**src/rtl/lru_cache_ctrl.sv**
```systemverilog
// Access-side controller for one 4-way set with per-way 2-bit LRU ages.
// Resolves CPU hits and misses, writes back dirty victims and fills lines from memory.
module lru_cache_ctrl #(
  parameter int TAG_W  = 4,
  parameter int DATA_W = 8
) (
  input  logic              clock,
  input  logic              reset,
  input  logic              req_valid,
  input  logic              req_wr,
  input  logic [TAG_W-1:0]  req_tag,
  input  logic [DATA_W-1:0] req_wdata,
  output logic              req_ready,
  output logic              resp_valid,
  output logic              resp_hit,
  output logic [DATA_W-1:0] resp_rdata,
  output logic              mem_req,
  output logic              mem_we,
  output logic [TAG_W-1:0]  mem_tag,
  output logic [DATA_W-1:0] mem_wdata,
  input  logic              mem_ack,
  input  logic [DATA_W-1:0] mem_rdata,
  output logic [7:0]        dbg_ages
);

  typedef enum logic [2:0] {IDLE, LOOKUP, WB, FILL, RESP} state_t;

  state_t state, state_next;

  logic [3:0]        valid;
  logic [3:0]        dirty;
  logic [TAG_W-1:0]  tags [4];
  logic [DATA_W-1:0] data [4];
  logic [1:0]        age  [4];

  logic              lat_wr;
  logic [TAG_W-1:0]  lat_tag;
  logic [DATA_W-1:0] lat_wdata;
  logic [1:0]        victim;

  logic       hit;
  logic [1:0] hit_way;
  logic [1:0] victim_sel;
  logic       access_en;
  logic [1:0] access_way;

  always_comb begin
    hit     = 1'b0;
    hit_way = 2'd0;
    for (int i = 0; i < 4; i++) begin
      if (valid[i] && tags[i] == lat_tag) begin
        hit     = 1'b1;
        hit_way = 2'(i);
      end
    end
  end

  // Oldest way by default; a descending scan lets the lowest invalid way override it.
  always_comb begin
    victim_sel = 2'd0;
    for (int i = 0; i < 4; i++) begin
      if (age[i] == 2'd3) victim_sel = 2'(i);
    end
    for (int i = 3; i >= 0; i--) begin
      if (!valid[i]) victim_sel = 2'(i);
    end
  end

  always_comb begin
    state_next = state;
    req_ready  = 1'b0;
    mem_req    = 1'b0;
    mem_we     = 1'b0;
    mem_tag    = '0;
    mem_wdata  = '0;
    access_en  = 1'b0;
    access_way = hit_way;
    case (state)
      IDLE: begin
        req_ready = 1'b1;
        if (req_valid) state_next = LOOKUP;
      end
      LOOKUP: begin
        if (hit) begin
          access_en  = 1'b1;
          state_next = RESP;
        end else if (valid[victim_sel] && dirty[victim_sel]) begin
          state_next = WB;
        end else begin
          state_next = FILL;
        end
      end
      WB: begin
        mem_req   = 1'b1;
        mem_we    = 1'b1;
        mem_tag   = tags[victim];
        mem_wdata = data[victim];
        if (mem_ack) state_next = FILL;
      end
      FILL: begin
        mem_req    = 1'b1;
        mem_tag    = lat_tag;
        access_way = victim;
        if (mem_ack) begin
          access_en  = 1'b1;
          state_next = RESP;
        end
      end
      RESP:    state_next = IDLE;
      default: state_next = IDLE;
    endcase
  end

  assign resp_valid = (state == RESP);
  assign dbg_ages   = {age[3], age[2], age[1], age[0]};

  always_ff @(posedge clock) begin
    if (reset) begin
      state      <= IDLE;
      valid      <= '0;
      dirty      <= '0;
      lat_wr     <= 1'b0;
      lat_tag    <= '0;
      lat_wdata  <= '0;
      victim     <= 2'd0;
      resp_hit   <= 1'b0;
      resp_rdata <= '0;
      for (int i = 0; i < 4; i++) begin
        tags[i] <= '0;
        data[i] <= '0;
        age[i]  <= 2'(i);
      end
    end else begin
      state <= state_next;

      if (state == IDLE && req_valid) begin
        lat_wr    <= req_wr;
        lat_tag   <= req_tag;
        lat_wdata <= req_wdata;
      end

      if (state == LOOKUP && !hit) victim <= victim_sel;

      // Touched way becomes youngest; only ways younger than it age by one.
      if (access_en) begin
        for (int i = 0; i < 4; i++) begin
          if (2'(i) == access_way) begin
            age[i] <= 2'd0;
          end else if (age[i] < age[access_way]) begin
            age[i] <= age[i] + 2'd1;
          end
        end
      end

      if (state == LOOKUP && hit) begin
        resp_hit <= 1'b1;
        if (lat_wr) begin
          data[hit_way]  <= lat_wdata;
          dirty[hit_way] <= 1'b1;
          resp_rdata     <= lat_wdata;
        end else begin
          resp_rdata <= data[hit_way];
        end
      end

      if (state == FILL && mem_ack) begin
        tags[victim]  <= lat_tag;
        valid[victim] <= 1'b1;
        resp_hit      <= 1'b0;
        if (lat_wr) begin
          data[victim]  <= lat_wdata;
          dirty[victim] <= 1'b1;
          resp_rdata    <= lat_wdata;
        end else begin
          data[victim]  <= mem_rdata;
          dirty[victim] <= 1'b0;
          resp_rdata    <= mem_rdata;
        end
      end
    end
  end

endmodule
```
**config.mk**
```make
export PLATFORM = sky130hd
export DESIGN_NAME = lru_cache_ctrl
export DESIGN_NICKNAME = d
export VERILOG_FILES = /design/src/rtl/lru_cache_ctrl.sv
export SDC_FILE = /design/constraint.sdc
export NUM_CORES = 1
export LEC_CHECK = 0
export BUFFER_PORTS_ARGS = -buffer_cell sky130_fd_sc_hd__clkbuf_2
export CAP_MARGIN = 30
export CORE_UTILIZATION = 47
export DETAILED_ROUTE_END_ITERATION = 10
export GPL_ROUTABILITY_DRIVEN = 0
export PLACE_DENSITY = 0.7
export RECOVER_POWER = 50
export SETUP_SLACK_MARGIN = 0.2
export SKIP_CTS_REPAIR_TIMING = 1
export SLEW_MARGIN = 20
export SYNTH_ARGS = -nofsm -noshare
export SYNTH_HDL_FRONTEND = slang
export SYNTH_SLANG_ARGS = --single-unit
```
**constraint.sdc**
```tcl
create_clock -name clock -period 3.6 [get_ports clock]
set_clock_uncertainty 0.1 [all_clocks]
set_input_delay 1.08 -clock clock [delete_from_list [all_inputs] [get_ports clock]]
set_output_delay 1.08 -clock clock [all_outputs]
set_load 0.01 [all_outputs]
```
==> impl_results.md, run 1 <==
* Run status: finished clean
* Synth Cell Area at 0.005161 mm^2
* CTS tree: yes
* Initial antenna violation count at 1
* Slew HR at 25.70%
* Vias post-DR at 4219
* Dominant cell type by area after synthesis: edfxtp_1
* Final hold vios at 0
* Syn_nets at 548
* CTS sink count at 93
* Starting Density at 49.33%
* Sw Share at between 20 and 30%
* Core Region at 0.01046 mm^2
* Power Dens Cells at around 370 mW/mm^2
* Post-DR wirelength/cell at 19.16 um
* WP data arrival at 3.13 ns
* Max IR drop VDD at roughly 0.28 mV
* Syn avg cell area at 9.925 um^2
* Post-Place Worst Slack at 0.3022 ns
* Post-DP HPWL at 9668 um
* Setup violators final at 0
* Max cap viols at 0
* Most frequent cell after synthesis: nor2_1
* H-tree lvl count at 3
* Int Power at 0.001536 W
* Sequential element share of the synthesized area at 46.93%
* Die Ht at between 100 and 150 um
* Clock Tree Root: clkbuf_8
* Top cells by area, synth: edfxtp_1 33%, dfxtp_1 14%, mux4_2 5.2%, and2_1 5.1%, nor2_1 4.4%
* Critical path fanouts, max at 45
* Asr flop ratio synth at 0%
* Sw Pwr at 0.0005829 W
* Synth unique cells at 59
* Endpoint type of the worst setup path: flip-flop
* Initial DRC count at 334
* CP Class: input pin to flip-flop
* Ant diodes at 0
* Min-Delay Path Class: flip-flop to flip-flop
* Pleak at 2.034 nW
* Post-synth top area share at 32.58%
* Critical R2R Launch: lat_tag[2]$_SDFFE_PP0P_
* Layout cells sized above 1 at 16.43%
* Max Clk Rate at 311.4 MHz
* Max clock buf depth at 2
* Total Neg Setup Slack at 0 ns
* First-pass GRT wire length at 21370 um
* Worst hold margin at 0.3818 ns
* # fillers at approximately 1000
* Die extent in x at about 110 um
* Area of the die at 0.01140 mm^2
* Post-Syn Instances at between 500 and 600
* Row count at 37
* Num CTS Buffers at 9
* Min cycle time layout at 3.211 ns
* Clk_lat worst skew at 0.37 ns
* Fraction of power consumed by sequential logic at about 57%
* Clock share of power at between 30% and 40%
* Nets at between 500 and 600
* Register-to-Register Setup Slack at approximately 0.44 ns
* Largest net degree at the start of global routing at 46
* Layout area overhead at 10.76%
* Remaining DRCs at 0
* CTS clk-pin slew, worst paths at about 0.09 ns
* Data required, critical path at about 3.5 ns
* Number of flops mapped to enable cells by yosys at 56
* Final WL at 13560 um
* Comb pwr share at a little under an eighth
* Max-slew violations at 0
* 1st-pass router iterations at 8
* Number of I/O pins at 58
* Commonest cells in the netlist: 61 x nor2_1, 60 x nand2_1, 56 x edfxtp_1
* Crit path launch type: input pin
* RSZ-0062 raised after global routing: no
* Vias in the first global route at 4143
* Register bit count reported by yosys at 93
* Worst setup endpoint: tags[1][2]$_SDFFCE_PN0P_
* Power, Total at 0.002119 W
* Reg2Reg Capture Point: age[2][1]$_SDFFCE_PN1P_
* Worst Setup SP: reset
* Final ANT Viol Nets at 0
* Final period util at roughly nine tenths
* Main synth FF type: edfxtp_1
* Setup WS post-layout at a little under 0.4 ns
* Via density at about 6.0
* Tightest Pin Transition at 1.115 ns
* Ys Warns at 0
* Grt ovf at 0
* Port Buffer Count at 57
* Total GRT Usage at 25.09%
* Cells on worst reg2reg path at 8
[metal layers]
metal  global-route usage, %  share of wire [%]  up-vias
met3                   5.228                7.8       24
met2                   38.25                 46      174
met4                   11.45                2.1        0
li1                        -                  -     1994
met5                       0                  0        -
met1                   34.34                 44     2027
[flip-flops by register name, indices dropped and copies added, names as in the netlist, named ones only]
signal,flops
tags,16
lat_tag,4
dirty,4
age,8
state,3
lat_wdata,8
victim,2
resp_hit,1
data,32
resp_rdata,8
valid,4
lat_wr,1
[through the flow]
| step | std cells | area (um^2) | utilization (%) |
|---|---|---|---|
| 6_report | 708 | 5717 | 54.64 |
| 3_3_place_gp | 692 | 5555 | 53.10 |
| 4_1_cts | 708 | 5736 | 54.82 |
| 5_1_grt | 708 | 5717 | 54.64 |
| 2_1_floorplan | 520 | 5161 | - |
| 3_5_place_dp | 692 | 5555 | 53.10 |
[worst min path at each step]
stage / to / start / cells after the start
after floorplan: dirty[1]$_SDFF_PP0_ / dirty[1]$_SDFF_PP0_ / 2
after global placement: lat_wdata[1]$_SDFFE_PP0P_ / lat_wdata[1]$_SDFFE_PP0P_ / 2
after detailed placement: lat_wdata[6]$_SDFFE_PP0P_ / lat_wdata[6]$_SDFFE_PP0P_ / 2
after CTS: lat_wdata[6]$_SDFFE_PP0P_ / lat_wdata[6]$_SDFFE_PP0P_ / 2
after global routing: lat_wdata[5]$_SDFFE_PP0P_ / lat_wdata[5]$_SDFFE_PP0P_ / 2
final: lat_wdata[6]$_SDFFE_PP0P_ / lat_wdata[6]$_SDFFE_PP0P_ / 2
[final cells by class]
class	instances	area, um^2	share of cell area, %
timing repair buffer	72	364.1	6.369
clock inverter	5	38.79	0.6785
clock buffer	11	141.4	2.473
sequential	93	2427	42.46
tap	136	170.2	2.977
multi-input combinational	382	2541	44.45
inverter	9	33.78	0.5909
[power by group through the flow]
stage	clock, W	sequential (W)	combinational (W)
6_report	0.000663	0.00121	0.000243
5_1_grt	0.000714	0.00122	0.000267
4_1_cts	0.000676	0.00121	0.000247
3_5_place_dp	0	0.00124	0.000245
3_3_place_gp	0	0.00123	0.000240
2_1_floorplan	0	0.00121	0.000183
[worst max-delay path, stage by stage]
cell and delay (ns):
clkbuf_1 0.14, clkbuf_1 0.85, buf_4 0.57, or2_0 0.47
[placed cells by master, fill, tap and decap left out, types with 4 or more instances in the layout]
master     instances
a21oi_1           30
clkbuf_2          36
nor4_1             5
nor3_1            16
o2111ai_1          4
edfxtp_1          56
xor2_1             7
nand2_1           60
inv_1              9
nand2b_1           6
nand3_1           14
o21ai_0            7
buf_4             13
o311a_1           10
clkbuf_8          10
dfxtp_2            4
clkbuf_1          24
mux2i_1           17
xnor2_1           10
and2_1            28
a211oi_1          25
dfxtp_1           33
a32oi_1            5
mux4_2            12
and2_0            14
nor2_1            61
[cells by family (layout without fill, tap and decap cells)]
kind of cell	after synthesis	after routing	synth area share, %
AO/OA/AOI/OAI	104	104	14.57
XOR/XNOR	17	17	2.885
adder cells (fa/ha/maj)	5	5	1.139
buffers and inverters	45	97	4.024
flip-flops	93	93	46.93
multiplexers	30	30	8.824
AND/OR/NAND/NOR	226	226	21.62
Power figures use the tool's default switching activity.
==> run 2, diff against run 1 <==
--- a/config.mk
+++ b/config.mk
@@ -10,7 +10,7 @@
 export CORE_UTILIZATION = 47
 export DETAILED_ROUTE_END_ITERATION = 10
 export GPL_ROUTABILITY_DRIVEN = 0
-export PLACE_DENSITY = 0.7
+export PLACE_DENSITY = 0.66
 export RECOVER_POWER = 50
 export SETUP_SLACK_MARGIN = 0.2
 export SKIP_CTS_REPAIR_TIMING = 1
==> impl_results.md, run 2 (synthesis results as in run 1) <==
* GR Layer Usage met1 at 34.62% (+0.28 points)
* Num CTS Buffers at 9 (unchanged)
* Core Region at 0.01046 mm^2 (unchanged)
* CTS clk-pin slew, worst paths at 0.09 ns (about the same)
* Final WL at 12730 um (-6.2%)
* Final hold vios at 0 (unchanged)
* Final core occ at 54.46% (-0.18 points)
* Vias in the first global route at 3880 (-6.3%)
* Final ANT Viol Nets at 0 (unchanged)
* Setup violators final at 0 (unchanged)
* Tightest Pin Transition at 1.301 ns (+0.1869 ns)
* Critical path fanouts, max at 27 (-40%)
* Clock share of power at 30.8% (-0.5 points)
* Int Power at 0.001509 W (-1.8%)
* Regs by FF count: data x32, tags x16
* Area of the die at 0.01140 mm^2 (unchanged)
* RSZ-0062 raised after global routing: no
* GRT busiest layer: met2
* Total placed cells including tap cells at 693 (+0.14%)
* Layout area overhead at 10.40%
* Post-DP HPWL at 9539 um (-1.3%)
* Commonest non-fill, non-tap cell in the layout: nor2_1
* Largest net degree at the start of global routing at 32 (-30%)
* Initial antenna violation count at 0 (-1)
* Port Buffer Count at 57 (unchanged)
* Critical path buffer and inverter count at 3 (unchanged)
* Sw Share at 27.95% (+0.44 points)
* Max reg flops at 32 (unchanged)
* Layout cells sized above 1 at 15.71% (-0.73 points)
* Dpl cell area at 0.005563 mm^2 (+0.14%)
* Initial DRC count at 252 (-25%)
* Total GRT Usage at 24.01% (-1.1 points)
* Grt ovf at 0 (unchanged)
* Number of I/O pins at 58 (unchanged)
* Vias post-DR at 4098 (-2.9%)
* Final instance area at 0.005698 mm^2 (-0.33%)
* Slowest CP cell: clkbuf_1
* Power, Total at 0.002094 W (-1.2%)
* Ant diodes at 0 (unchanged)
* CP Class: input pin to flip-flop
* Reg with most FFs: data
* WP data arrival at 3.24 ns (+0.11 ns)
* Fraction of power consumed by sequential logic at 58.1% (+0.9 points)
* Comb pwr share at 11.1% (-0.4 points)
* Max clock buf depth at 2 (unchanged)
* Max-slew violations at 0 (unchanged)
* Pleak at 2.025 nW (-0.45%)
* Max IR drop VDD at 0.2067 mV (-27%)
* Clk_lat worst skew at 0.37 ns (about the same)
* Sw Pwr at 0.0005852 W (+0.39%)
* Run status: finished clean
* GRT met3 Usage at 6.201% (+0.97 points)
* Global Route met2 Usage at 35.81% (-2.4 points)
* Register-to-Register Setup Slack at 0.36 ns (-0.08 ns)
* Min-Delay Path Class: flip-flop to flip-flop
* Row count at 37 (unchanged)
* Min cycle time layout at 3.332 ns (+0.1204 ns)
* First-pass GRT wire length at 20830 um (-2.5%)
* Data required, critical path at 3.51 ns (about the same)
* Nets at 596 (+0.17%)
* Power Dens Cells at 367.5 mW/mm^2 (-0.86%)
* 1st-pass router iterations at 5 (-3)
* CTS tree: yes
* Via density at 5.780 (-3.0%)
* Remaining DRCs at 0 (unchanged)
* Total Neg Setup Slack at 0 ns (unchanged)
* Endpoint type of the worst setup path: flip-flop
* Most frequent cells in the layout: 61 x nor2_1, 60 x nand2_1, 56 x edfxtp_1
* Non-filler instance count after layout at 709 (+0.14%)
* CTS sink count at 93 (unchanged)
* Slew HR at 13.24% (-12 points)
* Die Ht at 106.8 um (unchanged)
* Max cap viols at 0 (unchanged)
* Crit path launch type: input pin
* Max Clk Rate at 300.1 MHz (-3.6%)
* Post-DR wirelength/cell at 17.95 um (-6.3%)
* Clock Tree Root: clkbuf_8
* Critical path, cell by cell: clkbuf_1, clkbuf_2, clkbuf_1, or2_0
* Die extent in x at 106.8 um (unchanged)
* Starting Density at 49.33% (unchanged)
* Final period util at 92.55% (+3.3 points)
* Top delay family on crit path: buffers and inverters
* Largest stage delay, worst path at 1.00 ns (+0.15 ns)
* Crit-path most repeated cell: clkbuf_1
* H-tree lvl count at 3 (unchanged)
==> run 2: final cells by class <==
type                            instances  area, um^2
Fill cell                             984        4765
Multi-Input combinational cell        382        2536
Sequential cell                        93        2422
Timing Repair Buffer                   73       362.8
Tap cell                              136       170.2
Clock buffer                            9       123.9
Clock inverter                          7       48.80
Inverter                                9       33.78
==> run 2: path summary, 6_finish.rpt <==
path / from / end / cells after the start
worst max register to register: lat_tag[3]$_SDFFE_PP0P_ / age[1][1]$_SDFFCE_PN0P_ / 8
worst min-delay path: lat_wdata[1]$_SDFFE_PP0P_ / lat_wdata[1]$_SDFFE_PP0P_ / 2
worst max-delay path: reset / tags[1][2]$_SDFFCE_PN0P_ / 4
worst min register to register: lat_wdata[1]$_SDFFE_PP0P_ / lat_wdata[1]$_SDFFE_PP0P_ / 2
==> run 2: worst register-to-register path, cell delays in order, from the launching register on <==
cell	delay, ns
dfxtp_1	0.60
xnor2_1	0.17
nand3_1	0.18
or2_0	0.35
a211oi_4	0.28
or2_1	0.35
mux2_4	0.40
maj3_2	0.33
o21ai_1	0.19
==> run 2: routing by layer <==
layer	part of all wire [%]	wire [um]
met2	45	5672
met1	47	6025
met5	0	0
met4	1.0	127
met3	7.1	900
==> run 2: power by group through the flow <==
stage / sequential [W] / clock [W] / combinational, W
finish: 0.00122 / 0.000645 / 0.000233
global route: 0.00122 / 0.000696 / 0.000257
CTS: 0.00122 / 0.000652 / 0.000237
detailed placement: 0.00124 / 0 / 0.000236
global placement: 0.00124 / 0 / 0.000231
floorplan: 0.00121 / 0 / 0.000183
==> run 2: stage by stage <==
step	hold slack (ns)	setup slack [ns]
floorplan	0.3431	0.6059
global placement	0.3655	0.4584
detailed placement	0.3676	0.3941
CTS	0.3811	0.3563
global route	0.4047	0.1600
finish	0.3804	0.2681
